==> src/rtl/ascon_enc_seq_if.sv <==
// ascon_enc_seq_if: host/core handshake bundle for the ASCON encryption sequencer.
// The master side is the host that raises requests; the slave side is the sequencer.

interface ascon_enc_seq_if;
    logic       reqxSI;
    logic       abortxSI;
    logic       encryption_readyxSI;
    logic       core_rstxSO;
    logic       core_startxSO;
    logic       load_validxSO;
    logic [7:0] load_idxxSO;
    logic       ct_validxSO;
    logic       tag_validxSO;
    logic [7:0] out_idxxSO;
    logic       busyxSO;
    logic       donexSO;
    logic       errxSO;

    modport master (
        output reqxSI, abortxSI, encryption_readyxSI,
        input  core_rstxSO, core_startxSO, load_validxSO, load_idxxSO,
               ct_validxSO, tag_validxSO, out_idxxSO, busyxSO, donexSO, errxSO
    );

    modport slave (
        input  reqxSI, abortxSI, encryption_readyxSI,
        output core_rstxSO, core_startxSO, load_validxSO, load_idxxSO,
               ct_validxSO, tag_validxSO, out_idxxSO, busyxSO, donexSO, errxSO
    );
endinterface

==> src/rtl/ascon_enc_seq.sv <==
// ascon_enc_seq: sequences one ASCON encryption on an external core:
// clear the core, stream NLD load beats, hold start until ready, then
// walk NOUT output beats (ciphertext bytes first Y/8, tag bytes first 16).
// Build option: define ASCON_SEQ_WATCHDOG_EN to bound the START wait to TMO
// cycles; on expiry the block parks in ERR with errxSO set until aborted.

module ascon_enc_seq #(
    parameter int K   = 128,
    parameter int L   = 80,
    parameter int Y   = 80,
    parameter int TMO = 4096
) (
    input  logic           clk,
    input  logic           rst,
    ascon_enc_seq_if.slave bus
);
    // Beat counts derived from the widest field that must be streamed.
    localparam int MAX_KL  = (K > L) ? K : L;
    localparam int MAX_KLY = (MAX_KL > Y) ? MAX_KL : Y;
    localparam int MAX_ALL = (MAX_KLY > 128) ? MAX_KLY : 128;
    localparam int NLD     = MAX_ALL / 8 + 1;
    localparam int NOUT    = ((Y > 128) ? Y : 128) / 8;
    localparam int YB      = Y / 8;
    localparam int TAGB    = 16;

    typedef enum logic [2:0] {
        S_IDLE,
        S_CLR,
        S_LOAD,
        S_START,
        S_UNLOAD,
        S_DONE,
        S_ERR
    } state_e;

    state_e     state_q, state_d;
    logic [7:0] cnt_q, cnt_d;
    logic       abort_hit;

    logic       core_rst_q, core_rst_d;
    logic       core_start_q, core_start_d;
    logic       load_valid_q, load_valid_d;
    logic [7:0] load_idx_q, load_idx_d;
    logic       ct_valid_q, ct_valid_d;
    logic       tag_valid_q, tag_valid_d;
    logic [7:0] out_idx_q, out_idx_d;
    logic       busy_q, busy_d;
    logic       done_q, done_d;

`ifdef ASCON_SEQ_WATCHDOG_EN
    localparam int WW = $clog2(TMO + 1);
    logic [WW-1:0] wd_q, wd_d;
    logic          err_q, err_d;
`endif

    // Next-state and beat-counter logic; abort overrides every transition.
    always_comb begin
        // NOTE: every signal gets its default before any branch, so no path leaves it unassigned and no latch is inferred.
        state_d   = state_q;
        cnt_d     = cnt_q;
        abort_hit = 1'b0;
`ifdef ASCON_SEQ_WATCHDOG_EN
        wd_d      = '0;
`endif
        if (bus.abortxSI && (state_q != S_IDLE)) begin
            state_d   = S_IDLE;
            cnt_d     = '0;
            abort_hit = 1'b1;
        end else begin
            case (state_q)
                S_IDLE: begin
                    if (bus.reqxSI) begin
                        state_d = S_CLR;
                        cnt_d   = '0;
                    end
                end
                S_CLR: begin
                    state_d = S_LOAD;
                    cnt_d   = '0;
                end
                S_LOAD: begin
                    if (cnt_q == 8'(NLD - 1)) begin
                        state_d = S_START;
                        cnt_d   = '0;
                    end else begin
                        cnt_d = cnt_q + 8'd1;
                    end
                end
                S_START: begin
                    if (bus.encryption_readyxSI) begin
                        state_d = S_UNLOAD;
                        cnt_d   = '0;
`ifdef ASCON_SEQ_WATCHDOG_EN
                    end else if (wd_q == WW'(TMO - 1)) begin
                        state_d = S_ERR;
                    end else begin
                        wd_d = wd_q + 1'b1;
`endif
                    end
                end
                S_UNLOAD: begin
                    // Output beats follow a fixed schedule; ready is not consulted here.
                    if (cnt_q == 8'(NOUT - 1)) begin
                        state_d = S_DONE;
                        cnt_d   = '0;
                    end else begin
                        cnt_d = cnt_q + 8'd1;
                    end
                end
                S_DONE:  state_d = S_IDLE;
                S_ERR:   state_d = S_ERR;
                default: state_d = S_IDLE;
            endcase
        end
    end

    // Output decode from the upcoming state so every output leaves a flop.
    always_comb begin
        core_rst_d   = (state_d == S_CLR) || abort_hit;
        core_start_d = (state_d == S_START);
        load_valid_d = (state_d == S_LOAD);
        load_idx_d   = load_valid_d ? cnt_d : 8'd0;
        ct_valid_d   = (state_d == S_UNLOAD) && (cnt_d < 8'(YB));
        tag_valid_d  = (state_d == S_UNLOAD) && (cnt_d < 8'(TAGB));
        out_idx_d    = (state_d == S_UNLOAD) ? cnt_d : 8'd0;
        busy_d       = (state_d != S_IDLE) && (state_d != S_ERR);
        done_d       = (state_d == S_DONE);
`ifdef ASCON_SEQ_WATCHDOG_EN
        err_d        = (state_d == S_ERR);
`endif
    end

    // State, counter and registered outputs; asynchronous reset abandons any run.
    always_ff @(posedge clk or posedge rst) begin
        if (rst) begin
            state_q      <= S_IDLE;
            cnt_q        <= '0;
            core_rst_q   <= 1'b0;
            core_start_q <= 1'b0;
            load_valid_q <= 1'b0;
            load_idx_q   <= '0;
            ct_valid_q   <= 1'b0;
            tag_valid_q  <= 1'b0;
            out_idx_q    <= '0;
            busy_q       <= 1'b0;
            done_q       <= 1'b0;
        end else begin
            // NOTE: non-blocking assignments make every flop sample the pre-edge values together.
            state_q      <= state_d;
            cnt_q        <= cnt_d;
            core_rst_q   <= core_rst_d;
            core_start_q <= core_start_d;
            load_valid_q <= load_valid_d;
            load_idx_q   <= load_idx_d;
            ct_valid_q   <= ct_valid_d;
            tag_valid_q  <= tag_valid_d;
            out_idx_q    <= out_idx_d;
            busy_q       <= busy_d;
            done_q       <= done_d;
        end
    end

`ifdef ASCON_SEQ_WATCHDOG_EN
    // Watchdog counter and sticky error flag.
    always_ff @(posedge clk or posedge rst) begin
        if (rst) begin
            wd_q  <= '0;
            err_q <= 1'b0;
        end else begin
            wd_q  <= wd_d;
            err_q <= err_d;
        end
    end

    assign bus.errxSO = err_q;
`else
    assign bus.errxSO = 1'b0;
`endif

    assign bus.core_rstxSO   = core_rst_q;
    assign bus.core_startxSO = core_start_q;
    assign bus.load_validxSO = load_valid_q;
    assign bus.load_idxxSO   = load_idx_q;
    assign bus.ct_validxSO   = ct_valid_q;
    assign bus.tag_validxSO  = tag_valid_q;
    assign bus.out_idxxSO    = out_idx_q;
    assign bus.busyxSO       = busy_q;
    assign bus.donexSO       = done_q;
endmodule

==> src/flat_wrapper.sv <==
// flat-port wrapper written by rule: the top's interface ports become plain ports
module ascon_enc_seq_flat 
#(
    parameter int K   = 128,
    parameter int L   = 80,
    parameter int Y   = 80,
    parameter int TMO = 4096
)
  (clk, rst, bus_reqxSI, bus_abortxSI, bus_encryption_readyxSI, bus_core_rstxSO, bus_core_startxSO, bus_load_validxSO, bus_load_idxxSO, bus_ct_validxSO, bus_tag_validxSO, bus_out_idxxSO, bus_busyxSO, bus_donexSO, bus_errxSO);
  ascon_enc_seq_if bus_i ();
  input  logic clk;
  input  logic rst;
  input wire logic [$bits(bus_i.reqxSI)-1:0] bus_reqxSI;
  input wire logic [$bits(bus_i.abortxSI)-1:0] bus_abortxSI;
  input wire logic [$bits(bus_i.encryption_readyxSI)-1:0] bus_encryption_readyxSI;
  output wire logic [$bits(bus_i.core_rstxSO)-1:0] bus_core_rstxSO;
  output wire logic [$bits(bus_i.core_startxSO)-1:0] bus_core_startxSO;
  output wire logic [$bits(bus_i.load_validxSO)-1:0] bus_load_validxSO;
  output wire logic [$bits(bus_i.load_idxxSO)-1:0] bus_load_idxxSO;
  output wire logic [$bits(bus_i.ct_validxSO)-1:0] bus_ct_validxSO;
  output wire logic [$bits(bus_i.tag_validxSO)-1:0] bus_tag_validxSO;
  output wire logic [$bits(bus_i.out_idxxSO)-1:0] bus_out_idxxSO;
  output wire logic [$bits(bus_i.busyxSO)-1:0] bus_busyxSO;
  output wire logic [$bits(bus_i.donexSO)-1:0] bus_donexSO;
  output wire logic [$bits(bus_i.errxSO)-1:0] bus_errxSO;
  assign bus_i.reqxSI = bus_reqxSI;
  assign bus_i.abortxSI = bus_abortxSI;
  assign bus_i.encryption_readyxSI = bus_encryption_readyxSI;
  assign bus_core_rstxSO = bus_i.core_rstxSO;
  assign bus_core_startxSO = bus_i.core_startxSO;
  assign bus_load_validxSO = bus_i.load_validxSO;
  assign bus_load_idxxSO = bus_i.load_idxxSO;
  assign bus_ct_validxSO = bus_i.ct_validxSO;
  assign bus_tag_validxSO = bus_i.tag_validxSO;
  assign bus_out_idxxSO = bus_i.out_idxxSO;
  assign bus_busyxSO = bus_i.busyxSO;
  assign bus_donexSO = bus_i.donexSO;
  assign bus_errxSO = bus_i.errxSO;
  ascon_enc_seq #(.K(K), .L(L), .Y(Y), .TMO(TMO)) u_core (.clk(clk), .rst(rst), .bus(bus_i));
endmodule
==> config.mk <==
export PLATFORM = sky130hd
export DESIGN_NAME = ascon_enc_seq_flat
export DESIGN_NICKNAME = d
export VERILOG_FILES = /design/src/rtl/ascon_enc_seq_if.sv /design/src/rtl/ascon_enc_seq.sv /design/src/flat_wrapper.sv
export SDC_FILE = /design/constraint.sdc
export NUM_CORES = 1
export LEC_CHECK = 0
export BUFFER_PORTS_ARGS = -buffer_cell sky130_fd_sc_hd__buf_4
export CELL_PAD_IN_SITES_DETAIL_PLACEMENT = 0
export CELL_PAD_IN_SITES_GLOBAL_PLACEMENT = 2
export CORE_MARGIN = 2
export CORE_UTILIZATION = 34
export DETAILED_ROUTE_END_ITERATION = 16
export PLACE_DENSITY_LB_ADDON = 0.05
export SETUP_SLACK_MARGIN = 0.3
export SYNTH_ARGS = -nofsm -noshare
export SYNTH_HDL_FRONTEND = slang
export SYNTH_SLANG_ARGS = --single-unit
==> constraint.sdc <==
create_clock -name clk -period 2.2 [get_ports clk]
set_input_delay 0.11 -clock clk [delete_from_list [all_inputs] [get_ports clk]]
set_output_delay 0.11 -clock clk [all_outputs]
set_load 0.05 [all_outputs]
==> summary.txt, run 1 <==
Outcome: complete, no violations
Overflow after GRT: 0
Final cycle utilization of the critical path: 0.938
WL/cell: 15.4 um
Clock net sink count: 34
Critical path startpoint: u_core.cnt_q[1]
Largest net degree at the start of global routing: 35
Cell variety after synth: 53
Finished Core Util: 0.521
Setup tns final: 0 ps
# DRC: 0
Worst hold slack: 77.6 ps
# H-tree levels: 2
Startpoint Class: flip-flop
Hold Vio Cnt, Final: 0
Hold WC Path Type: input port to flip-flop
I/O pins: 29
Slowest stage cell, crit path: dfrtp_1
WS Path Type: flip-flop to flip-flop
Ys flop type: dfrtp_1
Max stage delay on crit path: 410 ps
Syn_area_per_cell: 10.1 um2
First-pass GRT wire length: 7080 um
PD cells: 855 nW/um2
Post-Route WL: 4500 um
Max Cap Violations: 0
HPWL after DPL: 2810 um
Fmax: 0.485 GHz
Gpl congestion: 0.876
Core ar.: 4720 um2
Fillers: 449
Placed Cells: 263
CTS tree: done
RSZ-0062 raised after global routing: yes
Fin cells: 292
EDFF count, synth: 0
FP Rows: 25
Register area share after synthesis: 0.511
Setup-failing EPs final: 0
Req. time, crit path: 2370 ps
Synth Register Bits: 34
Total GRT Usage: 0.174
Lkg Pwr: 1.11 nW
Arrival time at the worst endpoint: 2230 ps
Die Ht: 74.0 um
Initial antenna violation count: 0
Die width: 74.0 um
Worst-case clock buffer depth: 2
Root buffer cell: clkbuf_8
Cell Area, Placed: 2020 um2
Initial Util: 0.353
CP Max Fanout: 4
Iter 0 DRT Violations: 73
Syn nets: 172
Inserted Clock Buffers: 5
Design Area, Final: 2460 um2
# nets final: 231
CP endpoint kind: flip-flop
Post-DRT Antenna Nets: 0
Async S/R FF share, synth: 1.00
Maximum vdd drop: 363 uV
Post-route clock skew: 7.21 ps
DR vias: 1466
Crit-path cells: ha_2 > buf_6 > nand3_4 > o311ai_4 > buf_4 > a211oi_2 > o21ai_2 > o41ai_4 > nor2b_1
Share of post-route cells with drive strength above 1: 0.489
Pre-antenna DRT Iters: 4
P&R area growth vs syn: 47.6%
Worst-case register-to-register setup slack: 140 ps
Slew Viols, Final: 0
R2r startpoint: u_core.cnt_q[1]
Die area: 5480 um2
Antenna Cells: 0
Drt via density: 5.02
Syn Inst Count: 165
R2R Path End: u_core.bus.out_idxxSO[6]
Warnings, synthesis: 0
Minimum clock period: 2060 ps
FF-to-FF path depth: 9
End of the critical path: u_core.bus.out_idxxSO[6]
Worst-path clk slew: 70 ps
Vias in the first global route: 1372
Post-Syn Area: 1670 um2
Worst-Skew Late Latency: 290 ps
Buffers on Ports: 27
## worst min-delay path by stage
stage	startpoint	to	slack [ps]	cells after the start
after detailed placement	rst	u_core.bus.load_validxSO	250	3
after CTS	bus_abortxSI	u_core.state_q[1]	70	2
after global routing	bus_abortxSI	u_core.state_q[1]	90	2
after global placement	rst	u_core.bus.load_validxSO	230	3
after floorplan	rst	u_core.bus.busyxSO	250	1
final	bus_reqxSI	u_core.bus.core_rstxSO	80	3
## cells by family after synthesis
| family | share of synthesized area |
|---|---|
| AND/OR/NAND/NOR | 0.209 |
| AO/OA/AOI/OAI | 0.210 |
| flip-flops | 0.511 |
| buffers and inverters | 0.0480 |
| adder cells (fa/ha/maj) | 0.0150 |
| XOR/XNOR | 0.00526 |
| other | 0.00225 |
## worst max-delay path, delay by kind of cell (launching register included)
family,cells,cell delay (ps)
flip-flops,1,410
buffers and inverters,2,300
AO/OA/AOI/OAI,4,780
adder cells (fa/ha/maj),1,220
AND/OR/NAND/NOR,2,220
## cells in the final DEF (no fill, tap or decap), types with 3 or more instances in the layout
cell / Yosys / routed
buf_4: 1 / 57
dfrtp_2: 0 / 5
nand2_1: 17 / 11
and2_1: 3 / 3
nor2b_1: 6 / 6
a21oi_1: 12 / 9
inv_1: 9 / 9
nand2_2: 1 / 5
a211oi_2: 2 / 3
o21ai_2: 1 / 4
clkbuf_8: 0 / 5
dfrtp_1: 34 / 29
a21oi_2: 0 / 3
nor2_1: 16 / 16
## layer usage
metal  GRT usage  part of all wire  vias to the layer above
met5           0                 0                        -
met4      0.0545             0.021                        0
met3      0.0407             0.051                       11
met2       0.270              0.49                       49
met1       0.243              0.44                      716
li1            -                 -                      690
## cell usage after synthesis (3+ instances only)
cell,number,area share
nor2b_1,6,0.023
a211oi_1,3,0.014
nor2_1,16,0.036
o21ai_1,3,0.0090
clkbuf_1,3,0.0068
buf_2,4,0.012
inv_1,9,0.020
o21ai_0,4,0.012
nand2_1,17,0.038
and2_1,3,0.011
a21oi_1,12,0.036
dfrtp_1,34,0.51
## state kept, by name, indices dropped and copies added (netlist names)
signal / count
u_core.cnt_q: 8
u_core.bus.out_idxxSO: 8
u_core.bus.load_idxxSO: 8
u_core.bus.busyxSO: 1
u_core.bus.core_startxSO: 1
u_core.bus.donexSO: 1
u_core.state_q: 3
u_core.bus.ct_validxSO: 1
u_core.bus.tag_validxSO: 1
u_core.bus.load_validxSO: 1
u_core.bus.core_rstxSO: 1
## report_power, final
part           switching [mW]  total [mW]  leakage [nW]  internal, mW
clock                   0.244       0.581        0.0504         0.337
sequential             0.0439       0.725         0.459         0.682
combinational           0.483       0.797         0.599         0.314
## final cells by class
type,instances,area (um2),area share
tap,67,83.8,0.0341
inverter,10,37.5,0.0153
timing repair buffer,61,480,0.195
multi-input combinational,112,887,0.361
sequential,34,857,0.348
clock inverter,3,45.0,0.0183
clock buffer,5,68.8,0.0280
## per-stage QoR
step | power, mW | worst slack, ps
2_1_floorplan | 1.14 | 305
3_3_place_gp | 1.35 | 107
3_5_place_dp | 1.34 | 93.9
4_1_cts | 2.03 | 111
5_1_grt | 2.22 | 28.4
6_report | 2.10 | 137
## repair_timing
action | 4_1_cts | 5_1_grt
hold endpoints to repair | 34 | 0
pin swaps | 11 | 16
setup buffers | 9 | 11
hold buffers | 1 | 0
gates resized for setup | 15 | 24
endpoints found under the setup margin | 23 | 27
Power figures use the tool's default switching activity.
==> run 2: changes to the inputs <==
--- a/config.mk
+++ b/config.mk
@@ -11,7 +11,8 @@
 export CORE_MARGIN = 2
 export CORE_UTILIZATION = 34
 export DETAILED_ROUTE_END_ITERATION = 16
-export PLACE_DENSITY_LB_ADDON = 0.05
+export GPL_TIMING_DRIVEN = 0
+export PLACE_DENSITY_LB_ADDON = 0.1
 export SETUP_SLACK_MARGIN = 0.3
 export SYNTH_ARGS = -nofsm -noshare
 export SYNTH_HDL_FRONTEND = slang
==> summary.txt, run 2 (synthesis results as in run 1) <==
Die Ht: 74.0 um (unchanged)
Post-CTS Hold Buffers: 0 (was 1)
Placed Cells: 258 (was 263)
Slew Viols, Final: 0 (unchanged)
CP endpoint kind: flip-flop (unchanged)
Initial Util: 0.353 (unchanged)
# H-tree levels: 2 (unchanged)
Worst-Skew Late Latency: 290 ps (about the same)
Worst-path clk slew: 70 ps (about the same)
Lkg Pwr: 1.22 nW (was 1.11 nW)
Buffers on Ports: 26 (was 27)
Maximum vdd drop: 270 uV (was 363 uV)
# DRC: 0 (unchanged)
Setup-failing EPs final: 0 (unchanged)
FP Rows: 25 (unchanged)
Max Cap Violations: 0 (unchanged)
Startpoint Class: flip-flop (unchanged)
Sequential power share: 0.316 (was 0.345)
First-pass GRT wire length: 7020 um (was 7080 um)
Fmax: 0.490 GHz (was 0.485 GHz)
Hold Vio Cnt, Final: 34 (was 0)
Slew Limit Headroom: 0.519
Fin cells: 300 (was 292)
Overflow after GRT: 0 (unchanged)
Drt via density: 5.03 (was 5.02)
Minimum clock period: 2040 ps (was 2060 ps)
P&R area growth vs syn: 60.0% (was 47.6%)
Violated checks: hold timing
Iter 0 DRT Violations: 109 (was 73)
Outcome: finished with violations (was complete, no violations)
Final cycle utilization of the critical path: 0.928 (was 0.938)
Commonest non-fill, non-tap cell in the layout: buf_4 (unchanged)
Die area: 5480 um2 (unchanged)
Share of post-route cells with drive strength above 1: 0.562 (was 0.489)
End of the critical path: u_core.bus.ct_validxSO (was u_core.bus.out_idxxSO[6])
Inserted Clock Buffers: 5 (unchanged)
Pre-antenna DRT Iters: 4 (unchanged)
Post-route clock skew: 5.26 ps (was 7.21 ps)
PD cells: 854 nW/um2 (was 855 nW/um2)
Critical path startpoint: u_core.cnt_q[0] (was u_core.cnt_q[1])
HPWL after DPL: 2710 um (was 2810 um)
Crit-path cells: buf_12 > ha_4 > and4b_1 > a32oi_2 > buf_4 > o21ai_4 > nand3b_1 > a211oi_2 (was ha_2 > buf_6 > nand3_4 > o311ai_4 > buf_4 > a211oi_2 > o21ai_2 > o41ai_4 > nor2b_1)
Clock net sink count: 34 (unchanged)
Initial antenna violation count: 0 (unchanged)
Finished Core Util: 0.565 (was 0.521)
Arrival time at the worst endpoint: 2250 ps (was 2230 ps)
R2r startpoint: u_core.cnt_q[0] (was u_core.cnt_q[1])
CTS tree: done (unchanged)
Slowest stage cell, crit path: dfrtp_2 (was dfrtp_1)
CP Buf/Inv Count: 2 (unchanged)
Switching part of the total: 0.364 (was 0.367)
WL/cell: 15.7 um (was 15.4 um)
Post-DRT Antenna Nets: 0 (unchanged)
FF-to-FF path depth: 8 (was 9)
I/O pins: 29 (unchanged)
Req. time, crit path: 2410 ps (was 2370 ps)
Worst-case register-to-register setup slack: 160 ps (was 140 ps)
CP Max Fanout: 8 (was 4)
RSZ-0062 raised after global routing: yes (unchanged)
Worst hold slack: -62.5 ps (was 77.6 ps)
# nets final: 239 (was 231)
Antenna Cells: 0 (unchanged)
Tightest Pin Transition: 721 ps
Root buffer cell: clkbuf_8 (unchanged)
R2R Path End: u_core.bus.ct_validxSO (was u_core.bus.out_idxxSO[6])
Gpl congestion: 0.823 (was 0.876)
WP depth: 8 (was 9)
Core ar.: 4720 um2 (unchanged)
Largest net degree at the start of global routing: 35 (unchanged)
Power share of the clock group: 0.238 (was 0.276)
Combinational power share: 0.445 (was 0.379)
Hold WC Path Type: input port to asynchronous set/reset pin (was input port to flip-flop)
Switching Power: 828 uW (was 771 uW)
WS Path Type: flip-flop to flip-flop (unchanged)
Total GRT Usage: 0.176 (was 0.174)
Vias in the first global route: 1369 (was 1372)
Commonest non-fill, non-tap cells in the layout: 58 x buf_4, 32 x dfrtp_1, 13 x nand2_1, 13 x nor2_1, 8 x clkbuf_8 (was 57 x buf_4, 29 x dfrtp_1, 16 x nor2_1)
Worst-case clock buffer depth: 2 (unchanged)
Kind of cell adding the most delay to the critical path: compound AO/OA/AOI/OAI gates (unchanged)
Cell-internal power: 1.45 mW (was 1.33 mW)
Max stage delay on crit path: 440 ps (was 410 ps)
DR vias: 1510 (was 1466)
Post-Route WL: 4700 um (was 4500 um)
Die width: 74.0 um (unchanged)
==> run 2: final cells by class <==
type,instances,area (um2)
plain buffers,9,93.8
clock buffers,8,110
fillers,407,2060
inverters,10,37.5
multi-input cells,112,1010
flip-flops and latches,34,853
well taps,67,83.8
repair buffers,60,482
==> run 2: repair_timing <==
action | CTS | global route
hold endpoints to repair | 0 | 0
resized for setup | 37 | 41
setup buffers | 14 | 19
endpoints found under the setup margin | 27 | 27
cloned | 1 | 0
pin swaps | 13 | 19
==> run 2: power by group through the flow <==
stage,logic [mW],registers [mW],clock network (mW)
final,1.01,0.720,0.543
after global routing,1.07,0.727,0.577
after CTS,0.809,0.716,0.550
after detailed placement,0.580,0.723,0
after global placement,0.577,0.722,0
after floorplan,0.308,0.830,0
==> run 2: worst min-delay path by stage <==
stage	from	to	slack [ps]	depth (start not counted)
detailed placement	bus_reqxSI	u_core.bus.core_rstxSO	390	3
global route	rst	u_core.bus.load_validxSO	-0.3	2
CTS	bus_reqxSI	u_core.bus.core_rstxSO	100	3
global placement	bus_reqxSI	u_core.bus.core_rstxSO	390	3
finish	rst	u_core.bus.load_validxSO	-60	2
floorplan	rst	u_core.bus.busyxSO	250	1
==> run 2: metrics by stage <==
step / power, mW / TNS (ps) / worst slack [ps] / area (um2)
after floorplan: 1.14 / 0 / 305 / 1670
after global placement: 1.30 / -1890 / -209 / 1950
after detailed placement: 1.30 / -1850 / -215 / 1950
after CTS: 2.08 / 0 / 196 / 2350
after global routing: 2.37 / 0 / 87.9 / 2670
final: 2.28 / 0 / 158 / 2670
==> run 2: metal layers <==
layer | up-vias | wire length (um) | track usage
li1 | 710 | - | -
met1 | 750 | 2060 | 0.227
met2 | 42 | 2340 | 0.281
met3 | 8 | 217 | 0.0447
met4 | 0 | 85 | 0.0808
met5 | - | 0 | 0
==> run 3: changes to the inputs <==
--- a/config.mk
+++ b/config.mk
@@ -6,10 +6,10 @@
 export NUM_CORES = 1
 export LEC_CHECK = 0
 export BUFFER_PORTS_ARGS = -buffer_cell sky130_fd_sc_hd__buf_4
-export CELL_PAD_IN_SITES_DETAIL_PLACEMENT = 0
-export CELL_PAD_IN_SITES_GLOBAL_PLACEMENT = 2
+export CELL_PAD_IN_SITES_DETAIL_PLACEMENT = 1
+export CELL_PAD_IN_SITES_GLOBAL_PLACEMENT = 1
 export CORE_MARGIN = 2
-export CORE_UTILIZATION = 34
+export CORE_UTILIZATION = 42
 export DETAILED_ROUTE_END_ITERATION = 16
 export GPL_TIMING_DRIVEN = 0
 export PLACE_DENSITY_LB_ADDON = 0.1
==> summary.txt, run 3 (synthesis results as in run 1) <==
Worst-case clock buffer depth: 2 (unchanged)
WS Path Type: flip-flop to flip-flop (unchanged)
Slew Viols, Final: 0 (unchanged)
PD cells: 873 nW/um2 (was 854 nW/um2)
Final cycle utilization of the critical path: 0.960 (was 0.928)
Minimum clock period: 2110 ps (was 2040 ps)
Inserted Clock Buffers: 5 (unchanged)
Worst-case register-to-register setup slack: 90 ps (was 160 ps)
Critical path startpoint: u_core.cnt_q[7] (was u_core.cnt_q[0])
Slew Limit Headroom: 0.504 (was 0.519)
Die width: 67.0 um (was 74.0 um)
Fmax: 0.473 GHz (was 0.490 GHz)
FP Rows: 22 (was 25)
# nets final: 236 (was 239)
Worst-path clk slew: 80 ps (was 70 ps)
Commonest non-fill, non-tap cell in the layout: buf_4 (unchanged)
Worst hold slack: -59.7 ps (was -62.5 ps)
Vias in the first global route: 1717 (was 1369)
Crit-path cells: or3_4 > o41ai_4 > buf_6 > buf_4 > nand2_1 > a21oi_2 > o21ai_1 > a211oi_2 (was buf_12 > ha_4 > and4b_1 > a32oi_2 > buf_4 > o21ai_4 > nand3b_1 > a211oi_2)
Hold WC Path Type: input port to asynchronous set/reset pin (unchanged)
Iter 0 DRT Violations: 103 (was 109)
Share of post-route cells with drive strength above 1: 0.557 (was 0.562)
Antenna Cells: 0 (unchanged)
Setup-failing EPs final: 0 (unchanged)
Clock net sink count: 34 (unchanged)
CTS tree: done (unchanged)
Startpoint Class: flip-flop (unchanged)
Initial Util: 0.445 (was 0.353)
WL/cell: 24.7 um (was 15.7 um)
RSZ-0062 raised after global routing: yes (unchanged)
Core ar.: 3740 um2 (was 4720 um2)
Root buffer cell: clkbuf_8 (unchanged)
Setup tns final: 0 ps (unchanged)
First-pass GRT wire length: 9940 um (was 7020 um)
Post-route clock skew: 9.82 ps (was 5.26 ps)
P&R area growth vs syn: 54.8% (was 60.0%)
Req. time, crit path: 2400 ps (was 2410 ps)
CP Max Fanout: 6 (was 8)
Die Ht: 67.0 um (was 74.0 um)
Post-CTS Hold Buffers: 0 (unchanged)
Initial antenna violation count: 0 (unchanged)
Post-DRT Antenna Nets: 0 (unchanged)
CP endpoint kind: flip-flop (unchanged)
Setup slack after layout: 87.4 ps (was 158 ps)
I/O pins: 29 (unchanged)
FF-to-FF path depth: 8 (unchanged)
# H-tree levels: 2 (unchanged)
Largest net degree at the start of global routing: 35 (unchanged)
Buffers on Ports: 26 (unchanged)
Overflow after GRT: 0 (unchanged)
Worst-Skew Late Latency: 300 ps (was 290 ps)
R2r startpoint: u_core.cnt_q[7] (was u_core.cnt_q[0])
R2R Path End: u_core.bus.ct_validxSO (unchanged)
# DRC: 0 (unchanged)
Fillers: 385 (was 407)
Slowest stage cell, crit path: or3_4 (was dfrtp_2)
Drt via density: 5.97 (was 5.03)
HPWL after DPL: 2990 um (was 2710 um)
Die area: 4490 um2 (was 5480 um2)
Outcome: finished with violations (unchanged)
Max stage delay on crit path: 450 ps (was 440 ps)
Arrival time at the worst endpoint: 2310 ps (was 2250 ps)
Post-Route WL: 6880 um (was 4700 um)
Max Cap Violations: 0 (unchanged)
Hold Vio Cnt, Final: 34 (unchanged)
Tightest Pin Transition: 743 ps (was 721 ps)
Total GRT Usage: 0.316 (was 0.176)
DR vias: 1661 (was 1510)
Lkg Pwr: 1.16 nW (was 1.22 nW)
Maximum vdd drop: 827 uV (was 270 uV)
Violated checks: hold timing (unchanged)
Commonest non-fill, non-tap cells in the layout: 56 x buf_4, 30 x dfrtp_1, 14 x nand2_1, 14 x nor2_1, 8 x a21oi_2 (was 58 x buf_4, 32 x dfrtp_1, 13 x nand2_1, 13 x nor2_1, 8 x clkbuf_8)
Pre-antenna DRT Iters: 4 (unchanged)
Gpl congestion: 0.866 (was 0.823)
DP Worst Slack: -283 ps (was -215 ps)
[run 3: cell count changes in the layout (fill, tap and decap cells not counted), moves of 2 or more]
cell / before / now
dfrtp_1: 32 / 30
buf_4: 58 / 56
a21oi_1: 7 / 4
or2_4: 2 / 0
a21oi_2: 5 / 8
dfrtp_2: 2 / 4
nand2_2: 4 / 2
[run 3: area by class of cell]
class                   instances  area (um2)  area share
well taps                      48        60.1      0.0233
multi-input cells             112        1000       0.389
clock inverters                 1        5.00     0.00194
clock buffers                   7        86.3      0.0335
repair buffers                 57         447       0.173
flip-flops and latches         34         856       0.332
plain buffers                   9        85.1      0.0330
inverters                      10        37.5      0.0145
[run 3: how the worst max path moves through the flow]
| stage | to | slack (ps) | depth (start not counted) |
|---|---|---|---|
| after floorplan | u_core.bus.ct_validxSO | 300 | 6 |
| after global placement | u_core.bus.load_idxxSO[3] | -200 | 8 |
| after detailed placement | u_core.bus.load_idxxSO[1] | -280 | 8 |
| after CTS | u_core.bus.ct_validxSO | 220 | 7 |
| after global routing | u_core.bus.ct_validxSO | 20 | 8 |
| final | u_core.bus.ct_validxSO | 90 | 8 |
[run 3: through the flow]
step	util	hold slack, ps	power, mW	instance area [um2]	std cells
after floorplan	-	252	1.14	1670	165
after global placement	0.513	396	1.29	1920	239
after detailed placement	0.513	392	1.31	1920	239
after CTS	0.642	116	2.07	2400	266
after global routing	0.689	2.16	2.33	2580	278
final	0.689	-59.7	2.25	2580	278
[run 3: critical path, delay by kind of cell, from the launching register on]
kind                   cells  cell delay, ps
AOI/OAI and AO/OA          4             780
buffers and inverters      2             340
DFF                        1             400
and+or+nand+nor            2             510
[run 3: repair_timing]
item,CTS,global route
resized for setup,58,21
pin swaps,22,19
setup buffers,18,12
cloned,1,0
endpoints found under the setup margin,27,27
[run 3: report_power, final]
group / switching [mW] / leakage, nW / internal (mW) / total, mW
clock network: 0.246 / 0.0482 / 0.253 / 0.499
registers: 0.0458 / 0.461 / 0.682 / 0.728
logic: 0.611 / 0.650 / 0.415 / 1.03
[run 3: per-layer routing]
metal / wire length (um) / track usage / vias to the layer above
met5: 0 / 0 / -
met4: 269 / 0.171 / 0
met3: 463 / 0.0693 / 23
met2: 3400 / 0.529 / 81
met1: 2740 / 0.376 / 854
li1: - / - / 703
